<file path="src/rtl/parallel_adder.sv">
// rtl/parallel_adder.sv - ripple-carry parallel adder with a one-stage registered result
//
// Purpose:
//   WIDTH-bit ripple-carry adder built from a chain of full-adder cells.
//   The sum and carry-out are combinational. A one-cycle registered copy of the
//   result, with a signed-overflow flag and a valid strobe, is provided for
//   pipelined consumers.
//
// Ports:
//   clk        rising-edge clock
//   rst        asynchronous, active-high reset (clears the registered outputs only)
//   a, b       WIDTH-bit operands, unsigned or two's complement
//   cin        carry into bit 0
//   in_valid   qualifies a/b/cin for capture on the next rising clk
//   sum, cout  combinational (a + b + cin), independent of clk and rst
//   sum_q      registered sum
//   cout_q     registered carry-out
//   ovf_q      registered signed overflow
//   out_valid  registered in_valid; marks sum_q/cout_q/ovf_q as fresh

module full_adder_cell (
   input  logic a,
   input  logic b,
   input  logic ci,
   output logic s,
   output logic co
);

   assign s  = a ^ b ^ ci;
   assign co = (a & b) | (a & ci) | (b & ci);

endmodule

module parallel_adder #(
   parameter int WIDTH = 8
) (
   input  logic             clk,
   input  logic             rst,
   input  logic [WIDTH-1:0] a,
   input  logic [WIDTH-1:0] b,
   input  logic             cin,
   input  logic             in_valid,
   output logic [WIDTH-1:0] sum,
   output logic             cout,
   output logic [WIDTH-1:0] sum_q,
   output logic             cout_q,
   output logic             ovf_q,
   output logic             out_valid
);

   // c[i] is the carry into bit i; c[WIDTH] is the carry out of the MSB cell.
   logic [WIDTH:0]   c;
   logic [WIDTH-1:0] s;
   logic             ovf;

   assign c[0] = cin;

   for (genvar i = 0; i < WIDTH; i++) begin : g_cell
      full_adder_cell u_fa (
         .a  (a[i]),
         .b  (b[i]),
         .ci (c[i]),
         .s  (s[i]),
         .co (c[i+1])
      );
   end

   assign sum  = s;
   assign cout = c[WIDTH];

   // Signed overflow happens exactly when the carry into the MSB differs from
   // the carry out of it; this also covers WIDTH == 1 (c[0] is cin).
   assign ovf = c[WIDTH] ^ c[WIDTH-1];

   always_ff @(posedge clk or posedge rst) begin
      if (rst) begin
         sum_q     <= '0;
         cout_q    <= 1'b0;
         ovf_q     <= 1'b0;
         out_valid <= 1'b0;
      end else begin
         out_valid <= in_valid;
         if (in_valid) begin
            sum_q  <= sum;
            cout_q <= cout;
            ovf_q  <= ovf;
         end
      end
   end

endmodule

</file>
<file path="config.mk">
export PLATFORM = sky130hd
export DESIGN_NAME = parallel_adder
export DESIGN_NICKNAME = d
export VERILOG_FILES = /design/src/rtl/parallel_adder.sv
export SDC_FILE = /design/constraint.sdc
export NUM_CORES = 1
export LEC_CHECK = 0
export CAP_MARGIN = 20
export CORE_MARGIN = 4
export CORE_UTILIZATION = 31
export CTS_CLUSTER_DIAMETER = 60
export CTS_CLUSTER_SIZE = 10
export DETAILED_ROUTE_END_ITERATION = 6
export PLACE_DENSITY = 0.79
export SYNTH_ARGS = -nofsm -noshare
export SYNTH_HDL_FRONTEND = slang
export SYNTH_HIERARCHICAL = 1
export SYNTH_SLANG_ARGS = --single-unit
</file>
<file path="constraint.sdc">
create_clock -name clk -period 5.3 [get_ports clk]
set_clock_uncertainty 0.2 [all_clocks]
set_input_delay 1.06 -clock clk [delete_from_list [all_inputs] [get_ports clk]]
set_output_delay 1.06 -clock clk [all_outputs]
set_load 0.03 [all_outputs]
</file>
Yosys cells after proc, flatten, opt, wreduce, memory -nomap -nowiden. Index checks and enable logic that the tools add are counted.

$add $sub $neg: 0. Multiply operators: 0. Div/mod/pow operators: 0. Order comparisons: 0. Equality and inequality tests: 0. Shifts and indexed selects: 0. Muxes and demuxes: 0. Bitwise logic cells: 57. Reduce and logical (&&, ||, !) cells: 0.

Operators by type and width (count): AND 1 bit (24); bitwise XOR 1 bit (17); bitwise OR 1 bit (16).

Register bits after elaboration: 11. Bits in latches: 0. Memory bits (writable): 0. ROM bits: 0. Input port bits: 20. Output and inout port bits: 20. Memories: 0.

Depth between registers and ports, before layout.
Word-level depth: 25. Gate-level depth with buffers: 10. Depth with buffers taken out: 10.

Cells and area by module. Netlist, hierarchy kept.

By module, submodules not included: parallel_adder (times used 1, cells each 25, area an instance 439.2 µm², sequential area each 275.3 µm²); full_adder_cell (times used 8, cells each 1, area an instance 20.0 µm², sequential area each 0.0 µm²).

Worst setup path after synthesis. OpenSTA, ideal clock, no wires.

Path type: in2out. From: input a[0]. To: output sum[7]. Arrival: 4.481 ns. Data required time: 4.040 ns. Path slack: -0.441 ns. Stages on the path: 8. Path buffers: 0. Cell sequence: fa_1 -> fa_1 -> fa_1 -> fa_1 -> fa_1 -> fa_1 -> fa_1 -> fa_1.

Word-level cells in the longest chain between the ends: 22. Elaborated cells between the ends (all ways): 29. Those cells by class: bitwise: 29.

RTL lines: start, declared (line 39) `input logic [WIDTH-1:0] a,`; AND 1 bit (line 30) `assign co = (a & b) | (a & ci) | (b & ci);`; bitwise OR 1 bit (*) (2 in a row) (line 30); AND 1 bit (line 30); bitwise OR 1 bit (line 30); bitwise OR 1 bit (*) (line 30); via c[2] (line 52) `logic [WIDTH:0] c;`; AND 1 bit (line 30); bitwise OR 1 bit (line 30); [... 1 more ...]; via c[3] (line 52); [... 3 more ...]; via c[4] (line 52); [... 3 more ...]; via c[5] (line 52); [... 1 more ...]; bitwise OR 1 bit (line 30); bitwise OR 1 bit (*) (line 30); via c[6] (line 52); AND 1 bit (line 30); bitwise OR 1 bit (line 30); bitwise OR 1 bit (*) (line 30); via c[7] (line 52); bitwise XOR 1 bit (*) (line 29) `assign s = a ^ b ^ ci;`; end, declared (line 43) `output logic [WIDTH-1:0] sum,`.

The timed path passes the listed nets; every way through them passes the cells marked *.

Final worst setup path.
From: input cin. To: output sum[7].

Word-level cells in the longest chain between the ends: 22. Elaborated cells between the ends (all ways): 29. Those cells by class: bitwise: 29.

RTL lines: start, declared (line 41) `input logic cin,`; AND 1 bit (line 30); bitwise OR 1 bit (line 30); bitwise OR 1 bit (*) (line 30); via c[1] (line 52); AND 1 bit (line 30); bitwise OR 1 bit (line 30); bitwise OR 1 bit (*) (line 30); via c[2] (line 52); [... 3 more ...]; via c[3] (line 52); [... 3 more ...]; via c[4] (line 52); [... 3 more ...]; via c[5] (line 52); [... 1 more ...]; bitwise OR 1 bit (line 30); bitwise OR 1 bit (*) (line 30); via c[6] (line 52); AND 1 bit (line 30); bitwise OR 1 bit (line 30); bitwise OR 1 bit (*) (line 30); via c[7] (line 52); bitwise XOR 1 bit (*) (line 29).

Marked as above.

==> impl_metrics.ini <==
[grt]
antenna_found_initial = 0
track_usage = 0.1148
overflow = 0
grt_pass1_vias = 500
grt_max_degree = 13
grt_pass1_wl_mm = 2.194

[yosys]
synth_ff_type = dfrtp_1
synth_fa_ha_area_frac = 0.2672
synth_compound_area_frac = 0.008351
synth_top_family_by_area = adder cells
synth_seq_cells = 11
postSynthAreaPerCell_um2 = 18.16
synth_fp_nets = 61
async_reset_ff_frac = 1.000
synth_area_leaders = dfrtp_1 46%, fa_1 27%, mux2_4 20%
synth.largest_area_cell = dfrtp_1
synthXorXnorAreaFrac = 0.01461
synth.top_cells.by_count = 11 x dfrtp_1, 8 x fa_1, 8 x mux2_4
ys_seq_area_frac = 0.4593
synth-edff-count = 0
netlist_area_um2 = 599.3
yosys.cell_count.top_type = dfrtp_1
yosys.area_share.simple = 0.006263
synth_cell_types = 9
synthCells = 33
synth_warnings = 6
synth.area.mux_share = 0.2192
synthDominantCellAreaShare = 0.4593

[power]
vdd_drop_max_v = 0.0001619
power_density_mw_per_mm2 = 338.8
power.leakage_nw = 0.4617
p_total_mw = 0.3629

[final_layout]
n_antenna_cell = 0
area_delta_synth_final_pct = 78.71
nets = 107
n_fill_cell = 147
stdcell_area_mm2 = 0.001071
drive_above_1_share = 0.3974

[worst_setup_path]
crit_slowest_cell = fa_2
slowest_delay_ps = 580
cp.required_ps = 4040
cp_max_fo = 2
crit_top_cell = fa_2
cp_cell_sequence = buf_6 -> fa_2 -> fa_2 -> fa_2 -> fa_2 -> fa_2 -> fa_2 -> fa_2 -> fa_2 -> buf_6
crit_path_end_kind = output pin
setup.worst_path.start = cin
critPathArrivalTime_ps = 4380
cp-start-kind = input pin
crit_type = in2out
path_buf_inv = 2
r2r_start = sum_q[4]
crit_family = adder cells

[drt]
drc = 0
routedLengthMet1_um = 506
wl_met3_um = 246
ant_nets = 0
post_drt_via_cell_ratio = 4.214
routed-wl-met2_um = 633
vias = 434
wire_per_inst_um = 13.46
drt_wl_total_mm = 1.386
firstDrtPassIters = 3
top_layer = met3
drt_iter0_markers = 1

[timing]
tightestPinTransition_ps = 650.2
hold_ws_ps = 314.3
setup_slack_ps = -338.2
finalMaxSlewViolations = 0
max_freq_mhz = 177.4
rsz0062_at_grt = true
setup_tns_ps = -495.8
final-setup-viol-count = 2
post-route-period-util = 1.064
slew_headroom = 0.5652
timing.final.hold_violations = 0
period_minus_slack_ps = 5638

[cts]
cts_tree = built
h-tree-depth = 1
clock_path_buffers = 2
postCtsHoldBufs = 0
cts.sinks = 11
clock_latency_ps = 260
cts_buffers = 3
clk_pin_slew_worst_paths_ps = 70
ctsRootBufferMaster = clkbuf_4

[floorplanning]
initial_core_util = 0.3361
die_w_um = 51.97
dieArea_mm2 = 0.002701
ios = 40
die_y_um = 51.97
rows = 15
core_mm2 = 0.001783

[worst_hold_path]
hold_start = sum_q[1]
min_path_type = reg2reg

[placement]
preCtsSetupSlack_ps = -993.7
portBuffers = 39
gp_congestion = 0.6365
post-dp-hpwl_mm = 1.145
post_dp_cell_area_mm2 = 0.001035

[run_status]
status = complete, but fails checks
violations = negative setup slack

[job]
maxCapViolations = 0
path summary, 6_finish.rpt:
kind	endpoint	slack (ps)	cells past startpoint
max	sum[7]	-340	10
min	sum_q[1]	310	1
max reg2reg	sum_q[4]	4320	1
min reg2reg	sum_q[1]	310	1
max in group asynchronous	cout_q	3730	2
min in group asynchronous	sum_q[2]	880	2
cells by family (layout without fill, tap and decap cells):
group                      after synthesis  in the layout
and+or+nand+nor                          1              1
AOI/OAI and AO/OA                        1              1
muxes                                    9              9
buffers and inverters                    2             47
adders and majority gates                8              8
DFF                                     11             11
xor gates and xnor gates                 1              1
routing by layer:
layer  track usage  vias to the layer above
met1        0.1204                      205
met5             0                        -
li1              -                      200
met4       0.05240                        0
met2        0.1841                       29
met3       0.06590                        0
through the flow:
stage               std cells    util
global route              103  0.6007
global placement           98  0.5804
CTS                       102  0.5951
detailed placement         98  0.5804
floorplan                  33       -
finish                    103  0.6007
timing repair:
item / 4_1_cts / 5_1_grt
endpoints found under the setup margin: 3 / 3
gates resized for setup: 18 / 6
buffers inserted: 0 / 1
pin swaps: 8 / 7
sequential cells by signal, summed over array words and instances (netlist names):
register	cells
ovf_q	1
cout_q	1
sum_q	8
out_valid	1
cell usage in the layout, fill, tap and decap left out:
cell             count
clkdlybuf4s50_1     30
dfrtp_1             11
mux2_4               8
fa_2                 8
buf_4                5
buf_6                4
clkbuf_4             3
buf_2                2
inv_1                1
xnor2_1              1
nor2_1               1
a21oi_1              1
mux2_2               1
clkbuf_1             1
dlymetal6s2s_1       1
cell type report:
| type | instances | area (µm²) | area share |
|---|---|---|---|
| Timing Repair Buffer | 42 | 405.4 | 0.3785 |
| Multi-Input combinational cell | 20 | 329.1 | 0.3072 |
| Sequential cell | 11 | 275.3 | 0.2570 |
| Tap cell | 25 | 31.28 | 0.02921 |
| Clock buffer | 4 | 26.28 | 0.02453 |
| Inverter | 1 | 3.754 | 0.003505 |
where the power goes:
part           leakage, nW  internal [mW]  switching, mW
Combinational        0.319         0.0969         0.0989
Clock               0.0150         0.0291         0.0273
Sequential           0.128          0.101        0.00939
Total                0.462          0.227          0.136
Note: power is estimated with default switching activity, not from simulation.
